### src/rtl/mmu_route_split3.sv
// 1-to-3 router for the MMU request path: decodes a 2-bit destination field,
// forwards one drive/free transaction to the selected port and returns free upstream.
module mmu_route_split3 #(
  parameter int NUM_PORTS  = 3,
  parameter int DATA_WIDTH = 128,
  parameter int SEL_LSB    = 126,
  parameter int TIMEOUT    = 255
) (
  input  logic                  clk,
  input  logic                  rst,
  input  logic                  i_drive,
  input  logic [DATA_WIDTH-1:0] i_data,
  output logic                  o_free,
  output logic                  o_drive0,
  output logic                  o_drive1,
  output logic                  o_drive2,
  output logic [DATA_WIDTH-1:0] o_data0,
  output logic [DATA_WIDTH-1:0] o_data1,
  output logic [DATA_WIDTH-1:0] o_data2,
  input  logic                  i_free0,
  input  logic                  i_free1,
  input  logic                  i_free2,
  output logic                  o_err_sel,
  output logic                  o_timeout,
  output logic [7:0]            o_err_cnt
);

  typedef enum logic [2:0] {IDLE, DRIVE, WAIT, ACK, DROP} state_t;

  localparam logic [7:0] TO_LAST = (TIMEOUT == 0) ? 8'd0 : 8'(TIMEOUT - 1);

  state_t                  state, next_state;
  logic [DATA_WIDTH-1:0]   data_reg;
  logic [1:0]              sel_reg;
  logic [7:0]              wait_cnt, wait_cnt_next;
  logic [NUM_PORTS-1:0]    free_vec, sel_onehot;
  logic                    sel_free, stray_free, stray_drive, timeout_hit, err_event;
  logic                    busy_data;

  assign free_vec   = {i_free2, i_free1, i_free0};
  assign sel_onehot = (sel_reg == 2'd0) ? 3'b001 :
                      (sel_reg == 2'd1) ? 3'b010 :
                      (sel_reg == 2'd2) ? 3'b100 : 3'b000;

  always_comb begin
    next_state    = state;
    wait_cnt_next = wait_cnt;
    sel_free      = 1'b0;
    stray_free    = 1'b0;
    stray_drive   = 1'b0;
    timeout_hit   = 1'b0;
    if (state == DRIVE || state == WAIT) begin
      sel_free   = |(free_vec & sel_onehot);
      stray_free = |(free_vec & ~sel_onehot);
    end else begin
      stray_free = |free_vec;
    end
    if (state != IDLE) stray_drive = i_drive;
    unique case (state)
      IDLE: if (i_drive) next_state = (i_data[SEL_LSB+:2] == 2'd3) ? DROP : DRIVE;
      DRIVE: begin
        wait_cnt_next = 8'd0;
        next_state    = sel_free ? ACK : WAIT;
      end
      WAIT: begin
        if (sel_free) begin
          next_state = ACK;
        end else if (TIMEOUT != 0 && wait_cnt == TO_LAST) begin
          timeout_hit = 1'b1;
          next_state  = ACK;
        end else begin
          wait_cnt_next = wait_cnt + 8'd1;
        end
      end
      ACK:  next_state = IDLE;
      DROP: next_state = IDLE;
      default: next_state = IDLE;
    endcase
    // All error sources in one cycle collapse into a single count increment.
    err_event = stray_free | stray_drive | timeout_hit | (state == DROP);
  end

  always_ff @(posedge clk) begin
    if (rst) begin
      state     <= IDLE;
      data_reg  <= '0;
      sel_reg   <= 2'd0;
      wait_cnt  <= 8'd0;
      o_timeout <= 1'b0;
      o_err_cnt <= 8'd0;
    end else begin
      state    <= next_state;
      wait_cnt <= wait_cnt_next;
      if (state == IDLE && i_drive) begin
        data_reg <= i_data;
        sel_reg  <= i_data[SEL_LSB+:2];
      end
      if (timeout_hit) o_timeout <= 1'b1;
      if (err_event && o_err_cnt != 8'hFF) o_err_cnt <= o_err_cnt + 8'd1;
    end
  end

  // Payload is presented for the whole transaction so a slow consumer sees it stable.
  assign busy_data = (state == DRIVE) || (state == WAIT) || (state == ACK);
  assign o_drive0  = (state == DRIVE) && (sel_reg == 2'd0);
  assign o_drive1  = (state == DRIVE) && (sel_reg == 2'd1);
  assign o_drive2  = (state == DRIVE) && (sel_reg == 2'd2);
  assign o_data0   = (busy_data && sel_reg == 2'd0) ? data_reg : '0;
  assign o_data1   = (busy_data && sel_reg == 2'd1) ? data_reg : '0;
  assign o_data2   = (busy_data && sel_reg == 2'd2) ? data_reg : '0;
  assign o_free    = (state == ACK) || (state == DROP);
  assign o_err_sel = (state == DROP);

endmodule

### config.mk
export PLATFORM = sky130hd
export DESIGN_NAME = mmu_route_split3
export DESIGN_NICKNAME = d
export VERILOG_FILES = /design/src/rtl/mmu_route_split3.sv
export SDC_FILE = /design/constraint.sdc
export NUM_CORES = 1
export LEC_CHECK = 0
export CORE_AREA = 2 2 206 208
export DETAILED_ROUTE_END_ITERATION = 8
export DIE_AREA = 0 0 208 210
export PLACE_DENSITY = 0.48
export SYNTH_ARGS = -nofsm -noshare
export SYNTH_HDL_FRONTEND = slang
export SYNTH_SLANG_ARGS = --single-unit
### constraint.sdc
create_clock -name clk -period 3 [get_ports clk]
set_input_delay 0.6 -clock clk [delete_from_list [all_inputs] [get_ports clk]]
set_output_delay 0.6 -clock clk [all_outputs]
set_load 0.02 [all_outputs]
==> out/qor.csv <==
stage;metric;value;unit
sta;worst-margin pin slew;0.914;ns
setup_path;Worst Path Required;2.40;ns
setup_path;nature of the critical path endpoint;output pin;
logic_synthesis;adder-cell area share of the yosys netlist;0.00465;
drt;DRT Pass-1 Iters;4;
sta;crit share post-route;0.955;
global_route;GRT Max-Usage Layer;met2;
global_route;GR Util All Layers;0.175;
drt;post-route ant nets;0;
setup_path;Crit path largest cell delay;0.63;ns
power_and_ir_drop;Logic pwr share;0.310;
final_layout;max reg flops;128;
global_route;vias in the first global route;8877;
final_layout;Multi-input gate area;4720;sq um
logic_synthesis;xor and xnor area share after synthesis;0.00976;
floorplanning;# IOs;532;
drt;1st-iter DRT viols;347;
global_route;antenna violations before repair;3;
final_layout;fill cell count;4526;
place;PortBufs;527;
power_and_ir_drop;Pleak;0.00836;uW
drt;Vias/cell;4.20;
logic_synthesis;Post-synth EDFFs;0;
logic_synthesis;top post-synthesis cells by area;dfxtp_1 (37%), and2_1 (29%), nand2_1 (12%);
global_route;grt met3 use;0.0521;
power_and_ir_drop;maximum vdd drop;0.280;mV
final_layout;layout cells sized above 1;0.0512;
drt;via count;9077;
place;Post-DP HPWL;27.5;mm
sta;Setup Viol. Count Final;0;
power_and_ir_drop;total power;7040;uW
sta;Slew Viols, Final;0;
floorplanning;die extent in x;208;um
power_and_ir_drop;Sw Share;0.345;
cts;clk sinks;148;
logic_synthesis;sequential element share of the synthesized area;0.367;
cts;CTS HTree Levels;4;
drt;post-route DRC violation count;0;
logic_synthesis;Synth Area in Simple Gates;0.464;
sta;worst rel slew slack;0.391;
logic_synthesis;mux share of post-synthesis cell area;0.00387;
cts;CTS tree;done;
hold_path;Hold Crit Depth;2;
power_and_ir_drop;PwrDens;480;nW/um^2
global_route;grt met1 use;0.202;
run_status;status;finished, final reports clean;
logic_synthesis;Synth warnings;0;
logic_synthesis;largest family of logic cells by synthesized area;simple AND/OR/NAND/NOR gates;
sta;Final Hold Fails;0;
place;gpl congestion;0.788;
setup_path;CP max stage cell;clkdlybuf4s50_1;
logic_synthesis;Mean Syn Cell Area;7.23;sq um
cts;clk_lat worst skew;0.43;ns
power_and_ir_drop;Int Power;4610;uW
global_route;first-pass GRT wire length;57.4;mm
final_layout;Seq. cell area;2970;sq um
sta;unrepaired setup endpoints after global routing;false;
logic_synthesis;Compound-Gate Fraction of Synth Area;0.0979;
setup_path;Worst setup SP type;flop;
cts;hold_buf cts;0;
power_and_ir_drop;sequential power share;0.351;
sta;worst hold slack;0.475;ns
drt;drt total wl;39.7;mm
logic_synthesis;Synth area leader;dfxtp_1;
sta;worst clock skew;0.00712;ns
floorplanning;die height;210;um
job;Max Cap Viol;0;
setup_path;crit path DAT;2.27;ns
setup_path;critical path class;flop to output pin;
global_route;GRT met2 Usage;0.311;
setup_path;CP cell instances;buf_4 > or3b_2 > nor2_1 > clkdlybuf4s50_1;
logic_synthesis;Synth top area share;0.367;
setup_path;Max FO, Critical Path;8;
logic_synthesis;flops & latches, synth;148;
power_and_ir_drop;Switch Pwr;2430;uW
cts;Worst-path clk slew;0.06;ns
power_and_ir_drop;clock share of power;0.339;
sta;Tmin final;2.87;ns
final_layout;Layout area overhead;81.3;%
logic_synthesis;top post-synthesis cells by count;and2_1 (378), nand2_1 (264), dfxtp_1 (148);
logic_synthesis;count leader, synth;and2_1;
global_route;largest net degree at the start of global routing;73;
logic_synthesis;Synth async-reset ratio;0;
logic_synthesis;Gate Count Post-Synth;1118;
logic_synthesis;Post-Syn Area;8080;sq um
hold_path;HP Class;flop to flop;
final_layout;Layout Nets;1744;
floorplanning;overall die area;43700;sq um
cts;CTS max path bufs;2;
cts;total CTS buffers;17;
sta;setup TNS;0;ns
floorplanning;CORE AREA;41500;sq um
global_route;total grt overflow;0;
sta;fmax;0.349;GHz
drt;WL/cell;18.4;um
floorplanning;initial core utilization;0.195;
floorplanning;row cnt;75;
cts;clk root buf;clkbuf_16;
logic_synthesis;leading register cell type out of synthesis;dfxtp_1;
setup_path;Worst Reg-to-Reg Cells;7;
logic_synthesis;Yosys cell types;45;
worst max-delay path, delay by kind of cell, from the launching register on:
kind	cells	cell delay, ns
buffers and inverters	2	0.80
AND/OR/NAND/NOR	2	0.70
flip-flops	1	0.33
power groups by stage:
stage / registers [uW] / clock network (uW) / logic (uW)
after CTS: 2480 / 2480 / 2250
final: 2470 / 2380 / 2180
after global routing: 2510 / 2560 / 2380
after global placement: 2510 / 0 / 2110
after floorplan: 2370 / 0 / 1170
after detailed placement: 2520 / 0 / 2110
per-layer routing:
layer | vias to the layer above | wire (um)
met5 | - | 13
met1 | 4178 | 16200
met2 | 377 | 19900
met3 | 32 | 2840
li1 | 4488 | -
met4 | 2 | 777
cells by family after synthesis:
family | Yosys count
DFF | 148
AOI/OAI and AO/OA | 150
buffers and inverters | 97
xor gates and xnor gates | 9
other | 1
and+or+nand+nor | 707
muxes | 3
adders and majority gates | 3
metrics by stage:
| step | std cells | cell area, sq um | utilization | setup WS [ns] |
|---|---|---|---|---|
| 2_1_floorplan | 1121 | 8090 | - | 0.731 |
| 3_3_place_gp | 2117 | 13900 | 0.336 | 0.290 |
| 3_5_place_dp | 2117 | 13900 | 0.336 | 0.234 |
| 4_1_cts | 2159 | 14400 | 0.348 | 0.00122 |
| 5_1_grt | 2160 | 14600 | 0.353 | 0.0113 |
| 6_report | 2160 | 14600 | 0.353 | 0.134 |
layout by cell type (no fill, tap or decap), drive strengths merged, types with 3 or more instances in the layout:
cell type,count
nand3,4
nor2,23
buf,32
dfxtp,148
conb,4
and2,378
clkinv,3
dlygate4sd2,300
nand3b,4
nand2b,5
clkbuf,19
clkinvlp,4
o21ai,8
o211ai,3
nand2,264
nor3,7
nand4,4
ha,3
xor2,8
clkdlybuf4s50,145
dlymetal6s2s,79
inv,5
or3,5
bufbuf,4
bufinv,5
or2,3
a21oi,134
area by class of cell:
type | count | area share
tap | 539 | 0.0460
sequential | 148 | 0.203
antenna | 1 | 0.000171
multi-input combinational | 876 | 0.322
inverter | 4 | 0.00103
timing repair buffer | 560 | 0.384
clock buffer | 19 | 0.0302
clock inverter | 13 | 0.0139
timing repair:
item                                    CTS  global route
gates cloned                              5             0
pin swaps                                 2             0
resized for setup                       311            79
setup buffers                             5             0
endpoints found under the setup margin  378            79
worst paths after layout:
kind                                    from      endpoint  slack, ns
worst max register to register      state[2]  o_err_cnt[4]       1.02
worst min register to register  data_reg[54]  data_reg[54]       0.47
worst min-delay path            data_reg[54]  data_reg[54]       0.47
worst max-delay path                state[0]      o_drive2       0.13
(Power assumes the default switching activity.)
